## src/rtl/flag_pkg.sv

```systemverilog
// Shared types for the flag tracker: resync FSM states, the per-word flag bundle, reset values.
// FLAG_TRACKER_PARITY_EN adds a parity bit to the bundle.
package flag_pkg;

    typedef enum logic [1:0] {
        IDLE = 2'd0,
        SCAN = 2'd1,
        DONE = 2'd2
    } state_t;

    typedef struct packed {
        logic zero;
        logic sign;
`ifdef FLAG_TRACKER_PARITY_EN
        logic parity;
`endif
    } flags_t;

    // A reset register file is treated as all-zero.
    localparam logic ZERO_RST   = 1'b1;
    localparam logic SIGN_RST   = 1'b0;
    localparam logic PARITY_RST = 1'b0;

endpackage

```

## src/rtl/flag_compute.sv

```systemverilog
// Combinational flag bundle for one register word.
// FLAG_TRACKER_PARITY_EN also produces the XOR reduction.
module flag_compute
    import flag_pkg::*;
#(
    parameter int WIDTH = 16
) (
    input  logic [WIDTH-1:0] word,
    output flags_t           flags
);

    always_comb begin
        flags      = '0;
        flags.zero = (word == '0);
        flags.sign = word[WIDTH-1];
`ifdef FLAG_TRACKER_PARITY_EN
        flags.parity = ^word;
`endif
    end

endmodule

```

## src/rtl/flag_tracker.sv

```systemverilog
// Registered zero/sign flags for a NUM_REGS x WIDTH register file, updated from writeback and
// rebuilt by a resync scan. FLAG_TRACKER_PARITY_EN adds the parityflag output.
module flag_tracker
    import flag_pkg::*;
#(
    parameter int NUM_REGS = 16,
    parameter int WIDTH    = 16,
    parameter int AW       = $clog2(NUM_REGS)
) (
    input  logic                clk,
    input  logic                rst_n,
    input  logic                wr_en,
    input  logic [AW-1:0]       wr_addr,
    input  logic [WIDTH-1:0]    wr_data,
    input  logic                sync_req,
    output logic                rd_en,
    output logic [AW-1:0]       rd_addr,
    input  logic [WIDTH-1:0]    rd_data,
    output logic                busy,
    output logic                sync_done,
    output logic [NUM_REGS-1:0] zeroflag,
    output logic [NUM_REGS-1:0] signflag
`ifdef FLAG_TRACKER_PARITY_EN
    ,
    output logic [NUM_REGS-1:0] parityflag
`endif
);

    state_t        state;
    logic [1:0]    vld_pipe;   // [0] read issued this cycle, [1] read data valid this cycle
    logic [AW-1:0] cap_addr;
    logic          dirty;
    logic          wr_ok;
    logic          cap_keep;
    flags_t        wb_f;
    flags_t        scan_f;

    assign rd_en = vld_pipe[0];

    assign wr_ok = wr_en && ({1'b0, wr_addr} < (AW+1)'(NUM_REGS));

    // A writeback to the register in flight (issue or capture cycle) beats the stale scan data.
    assign cap_keep = vld_pipe[1] && !dirty && !(wr_ok && (wr_addr == cap_addr));

    flag_compute #(.WIDTH(WIDTH)) u_wb_flags (
        .word  (wr_data),
        .flags (wb_f)
    );

    flag_compute #(.WIDTH(WIDTH)) u_scan_flags (
        .word  (rd_data),
        .flags (scan_f)
    );

    always_ff @(posedge clk or negedge rst_n) begin
        if (!rst_n) begin
            state     <= IDLE;
            vld_pipe  <= '0;
            rd_addr   <= '0;
            cap_addr  <= '0;
            dirty     <= 1'b0;
            busy      <= 1'b0;
            sync_done <= 1'b0;
        end else begin
            vld_pipe[1] <= vld_pipe[0];
            cap_addr    <= rd_addr;
            dirty       <= vld_pipe[0] && wr_ok && (wr_addr == rd_addr);
            sync_done   <= 1'b0;
            case (state)
                IDLE: begin
                    if (sync_req) begin
                        state       <= SCAN;
                        busy        <= 1'b1;
                        vld_pipe[0] <= 1'b1;
                        rd_addr     <= '0;
                    end
                end
                SCAN: begin
                    if (vld_pipe[0]) begin
                        if (rd_addr == AW'(NUM_REGS - 1))
                            vld_pipe[0] <= 1'b0;
                        else
                            rd_addr <= rd_addr + 1'b1;
                    end else begin
                        // drain cycle: last capture lands on this edge
                        state     <= DONE;
                        sync_done <= 1'b1;
                    end
                end
                DONE: begin
                    state <= IDLE;
                    busy  <= 1'b0;
                end
                default: state <= IDLE;
            endcase
        end
    end

    always_ff @(posedge clk or negedge rst_n) begin
        if (!rst_n) begin
            zeroflag <= {NUM_REGS{ZERO_RST}};
            signflag <= {NUM_REGS{SIGN_RST}};
`ifdef FLAG_TRACKER_PARITY_EN
            parityflag <= {NUM_REGS{PARITY_RST}};
`endif
        end else begin
            for (int i = 0; i < NUM_REGS; i++) begin
                if (wr_ok && (wr_addr == AW'(i))) begin
                    zeroflag[i] <= wb_f.zero;
                    signflag[i] <= wb_f.sign;
`ifdef FLAG_TRACKER_PARITY_EN
                    parityflag[i] <= wb_f.parity;
`endif
                end else if (cap_keep && (cap_addr == AW'(i))) begin
                    zeroflag[i] <= scan_f.zero;
                    signflag[i] <= scan_f.sign;
`ifdef FLAG_TRACKER_PARITY_EN
                    parityflag[i] <= scan_f.parity;
`endif
                end
            end
        end
    end

endmodule

```

## config.mk

```make
export PLATFORM = sky130hd
export DESIGN_NAME = flag_tracker
export DESIGN_NICKNAME = d
export VERILOG_FILES = /design/src/rtl/flag_pkg.sv /design/src/rtl/flag_compute.sv /design/src/rtl/flag_tracker.sv
export SDC_FILE = /design/constraint.sdc
export NUM_CORES = 1
export LEC_CHECK = 0
export ABC_CLOCK_PERIOD_IN_PS = 3200
export CORE_ASPECT_RATIO = 0.75
export CORE_MARGIN = 5
export CORE_UTILIZATION = 35
export CTS_CLUSTER_DIAMETER = 40
export DETAILED_ROUTE_END_ITERATION = 12
export PLACE_DENSITY_LB_ADDON = 0.05
export SLEW_MARGIN = 20
export SYNTH_ARGS = -nofsm -noshare
export SYNTH_HDL_FRONTEND = slang
export SYNTH_SLANG_ARGS = --single-unit
export TNS_END_PERCENT = 5
```

## constraint.sdc

```tcl
create_clock -name clk -period 3.2 [get_ports clk]
set_clock_uncertainty 0.2 [all_clocks]
set_input_delay 0.96 -clock clk [delete_from_list [all_inputs] [get_ports clk]]
set_output_delay 0.96 -clock clk [all_outputs]
set_load 0.01 [all_outputs]
```

* After elaboration in Yosys (flattened, before gate mapping)
Cells that the tools add are included.
** Operators by class
- $add $sub $neg :: 1
- Mux-type cells :: 78
- Eq/ne operators :: 39
- Reduce and logical (&&, ||, !) cells :: 66
** Operators by type and width (number)
- $mux W1 :: 69
- $eq A4 B4 Y1 const B :: 17
- $logic_and A1 B1 Y1 :: 37
- $reduce_bool A2 Y1 :: 18
- $eq A4 B3 Y1 const B :: 8
- $logic_not A16 Y1 :: 2
- $eq A4 B2 Y1 const B :: 4
- $mux W4 :: 3
- $eq A4 B1 Y1 const B :: 2
- $eq A4 B4 Y1 :: 2
- $logic_not A4 Y1 :: 2
- $ne A2 B2 Y1 const B :: 4
- $pmux W4 S2 :: 1
- $reduce_and A2 Y1 :: 3
- $add A4 B1 Y4 const B :: 1
- $mux W2 :: 2
- $pmux W1 S2 :: 2
- $pmux W2 S2 :: 1
- $reduce_and A4 Y1 :: 1
- $eq A2 B1 Y1 const B :: 1
- $eq A2 B2 Y1 const B :: 1
- $logic_not A1 Y1 :: 2
- $logic_not A2 Y1 :: 1
** Storage, ports and cells
- Register bits after elaboration :: 47
- Logic and storage cells :: 224

* Depth between registers and ports, before layout
- Depth after elaboration :: 7
- Mapped depth :: 7

* Cells and area by module
From an unflattened synthesis, not the netlist that was laid out.
** Unflattened totals
- Cells, all modules :: 304
- Area, all modules :: 2708.8 µm²
** Modules (own cells, without submodules)
- flag_tracker :: instances 1, area each 2626.3 µm², sequential area each 1196.1 µm², cells an instance 292
- flag_compute :: instances 2, area each 41.3 µm², sequential area each 0.0 µm², cells an instance 6

* Worst setup path before layout
No wires, ideal clock.
- Path type :: input to register
- From :: input port wr_addr[2]
- To :: register signflag[2]
- Path slack :: 0.844 ns
- Library setup time :: 0.124 ns
- Path buffers :: 1
- Arrival :: 2.032 ns
- Cell stages on the path :: 6
- Path through :: buf_4 xnor2_2 a311oi_2 nand2_1 mux2i_1 a21oi_1
** On the way
- Word-level cells in the longest chain between the ends :: 6
- Elaborated cells on any way between the ends :: 9
** RTL lines
- start: declaration :: RTL line flag_tracker.sv:13 : input logic [AW-1:0] wr_addr,
- $eq A4 B4 Y1 :: RTL line flag_tracker.sv:43 : assign cap_keep = vld_pipe[1] && !dirty && !(wr_ok && (wr_addr == cap_addr));
- $logic_and A1 B1 Y1 :: RTL line flag_tracker.sv:43
- $logic_not A1 Y1 :: RTL line flag_tracker.sv:43
- $logic_and A1 B1 Y1 :: RTL line flag_tracker.sv:43
- $logic_and A1 B1 Y1 :: RTL line flag_tracker.sv:114 : end else if (cap_keep && (cap_addr == AW'(i))) begin
- $reduce_bool A2 Y1 (no line)
- end signal: assignment :: RTL line flag_tracker.sv:102 : signflag <= {NUM_REGS{SIGN_RST}};
- end signal: indexed assignment :: RTL line flag_tracker.sv:110 : signflag[i] <= wb_f.sign;
- end signal: indexed assignment :: RTL line flag_tracker.sv:116 : signflag[i] <= scan_f.sign;
- end: declaration :: RTL line flag_tracker.sv:22 : output logic [NUM_REGS-1:0] signflag
Several ways; a longest one is shown, not always the timed one.
A chain may end at the register's enable or synchronous reset.

* Final worst setup path
- From :: input port wr_addr[0]
- To :: register signflag[2]
Same word-level chain as after synthesis.

==> impl_metrics.py <==
metrics = {
    "logic_synthesis": {
        "syn_area_per_cell_sq_um": 9.81,
        "postSynthCellCount": 253,
        "syn_nets": 294,
        "syn-cell-area_sq_mm": 0.00248,
        "yosysSeqAreaShare": 0.482,
        "synth.distinct_cells": 40,
        "synth_edf_count": 0,
        "synth_warnings": 0,
        "synth-seq-cells": 47,
        "synth_top_area_share": 0.313,
        "synth_ff_type": "dfrtp_1",
        "synth_common_cells": "40 x nand2_1, 33 x mux2i_1, 31 x dfrtp_1",
        "synth-async-reset-ratio": 1.00,
        "yosysMostFrequentCell": "nand2_1",
        "synth.top_cells.by_area": "dfrtp_1 31%, dfstp_2 17%, mux2i_1 13%",
        "synth.largest_area_cell": "dfrtp_1",
    },
    "die": {
        "die_area_sq_mm": 0.00889,
        "die_h_um": 82.9,
        "fp.dieW_um": 107,
        "start_util": 0.361,
        "rows": 26,
        "core_sq_mm": 0.00686,
        "boundaryPins": 79,
    },
    "clocking": {
        "clkLatencyLatePin_ns": 0.30,
        "cts_tree": "yes",
        "post_cts_buffers": 0,
        "cts_buffer_depth": 2,
        "clock-sinks": 47,
        "numCtsBuffers": 5,
        "cts-root-buf": "clkbuf_8",
        "hold_buffers": 0,
        "clk_pin_slew_worst_paths_ns": 0.09,
        "cts_htree_levels": 2,
        "post_cts_resized": 0,
    },
    "global_route": {
        "grt_max_degree": 28,
        "grt-ovfl-total": 0,
        "antenna_found_initial": 0,
        "grtUsageTotal": 0.155,
        "grt_pass1_vias": 2173,
        "grt_pass1_wl_mm": 11.2,
    },
    "layout": {
        "fillCellCount": 666,
        "antenna_cells": 0,
        "nNetsFinal": 377,
        "seq_area_sq_mm": 0.00120,
        "multi_input_area_sq_mm": 0.00121,
        "syn_to_final_growth_pct": 40.4,
        "drive_above_1_share": 0.125,
    },
    "sta": {
        "slew_viol_final": 0,
        "setup_tns_ns": 0,
        "worst_pin_slew_ns": 0.894,
        "fmax_ghz": 0.366,
        "finalSetupViolations": 0,
        "min_period_ns": 2.73,
        "rsz0062_at_grt": "no",
        "finalHoldViolations": 0,
        "slew_headroom": 0.396,
        "period_share": 0.854,
    },
    "critical_path": {
        "crit_family": "buffers and inverters",
        "r2r_slack_ns": 1.08,
        "slowest_stage": "clkdlybuf4s50_1",
        "crit_required_ns": 3.19,
        "crit_path_end_kind": "register",
        "cp.arrival_ns": 2.72,
        "worstSetupPathType": "in2reg",
        "cp_max_fo": 7,
        "cpPeakStageDelay_ns": 0.64,
        "crit_buf_inv": 1,
        "path_cells": "clkdlybuf4s50_1, and3b_1, a311oi_2, nand2_1, mux2i_1, a21oi_1",
        "cp-start-kind": "input pin",
    },
    "drt": {
        "wl_mm": 6.75,
        "viasPerCell": 4.95,
        "vias": 2152,
        "drt-met1-wl_mm": 3.31,
        "route.antenna.remaining_nets": 0,
        "firstDrtPassIters": 5,
        "top_layer": "met4",
        "routedWlPerCell_um": 15.5,
        "wl_met2_mm": 3.02,
        "wl_met3_um": 368,
        "dr.first_iter.drc_count": 95,
        "drcViolationCount": 0,
    },
    "power": {
        "p_per_area_mw_per_mm2": 769,
        "total_power_mw": 2.68,
        "p_leak_nw": 1.56,
        "peakVddDrop_mv": 0.358,
    },
    "min_path": {
        "hold_class": "reg2reg",
    },
    "placed_design": {
        "place_hpwl_mm": 5.13,
        "io_buffers": 78,
        "gp_congestion": 0.830,
    },
    "status": {
        "status": "completed",
    },
    "flow_run": {
        "max_cap_violations": 0,
    },
}
-- placed cells by master (no fill, tap or decap), types with 2 or more instances in the layout --
| cell | synthesis | final |
|---|---|---|
| xor2_1 | 3 | 3 |
| mux2i_1 | 33 | 33 |
| buf_4 | 3 | 7 |
| nor4_1 | 9 | 9 |
| nand2b_1 | 2 | 2 |
| inv_1 | 5 | 5 |
| o21ai_0 | 11 | 11 |
| and4_1 | 2 | 2 |
| nor2b_1 | 2 | 2 |
| xnor2_2 | 2 | 2 |
| clkbuf_8 | 0 | 5 |
| nand2_1 | 40 | 40 |
| nand3_1 | 6 | 6 |
| a311oi_2 | 3 | 3 |
| nor2_1 | 29 | 29 |
| a21oi_1 | 25 | 25 |
| o21ai_1 | 5 | 5 |
| dfrtp_1 | 31 | 31 |
| dfstp_2 | 16 | 16 |
| clkdlybuf4s50_1 | 0 | 77 |
-- per-stage QoR --
stage / hold slack, ns / cell area, sq um / util / instances / setup slack, ns
2_1_floorplan: 0.276 / 2480 / - / 253 / 0.844
3_3_place_gp: 0.299 / 3400 / 0.495 / 427 / 0.153
3_5_place_dp: 0.311 / 3400 / 0.495 / 427 / 0.170
4_1_cts: 0.325 / 3480 / 0.507 / 435 / 0.488
5_1_grt: 0.354 / 3480 / 0.507 / 435 / 0.354
6_report: 0.326 / 3480 / 0.507 / 435 / 0.468
-- per-layer routing --
| layer | vias up | GRT usage |
|---|---|---|
| li1 | 1060 | - |
| met1 | 1033 | 0.224 |
| met2 | 54 | 0.238 |
| met3 | 5 | 0.0341 |
| met4 | 0 | 0.0348 |
| met5 | - | 0 |
-- registers in the layout (all words and copies together) (netlist names) --
signal,flops
busy,1
cap_addr,4
dirty,1
rd_addr,4
signflag,16
state,2
sync_done,1
vld_pipe,2
zeroflag,16
-- path summary, 6_finish.rpt --
check	startpoint	end	cells after the start
hold reg to reg	rd_addr[1]$_DFFE_PN0P_	cap_addr[1]$_DFF_PN0_	0
hold / removal	rd_addr[1]$_DFFE_PN0P_	cap_addr[1]$_DFF_PN0_	0
setup / recovery	wr_addr[0]	signflag[2]$_DFFE_PN0P_	6
min in group asynchronous	rst_n	state[1]$_DFFE_PN0P_	1
setup reg to reg	cap_addr[2]$_DFF_PN0_	signflag[0]$_DFFE_PN0P_	4
max in group asynchronous	rst_n	zeroflag[10]$_DFFE_PN1P_	2
-- kinds of logic (layout without fill, tap and decap cells) --
group           Yosys count  in the layout  share of synthesized area
flops                    47             47                      0.482
buf+inv                  15             99                     0.0292
simple gates            102            102                      0.199
mux                      33             33                      0.133
compound gates           49             49                      0.124
xor+xnor                  6              6                     0.0272
fa+ha+maj                 1              1                    0.00504
-- layout make-up --
type | instances | share of cell area
clock buffers | 6 | 0.0208
clock inverters | 2 | 0.00359
inverters | 5 | 0.00539
multi-input cells | 191 | 0.348
flip-flops and latches | 47 | 0.343
well taps | 98 | 0.0352
repair buffers | 86 | 0.244
-- report_power, final --
part,total (mW),switching (mW),internal [mW]
registers,1.08,0.205,0.875
logic,1.24,0.561,0.677
clock network,0.360,0.206,0.153
Power figures use the tool's default switching activity.
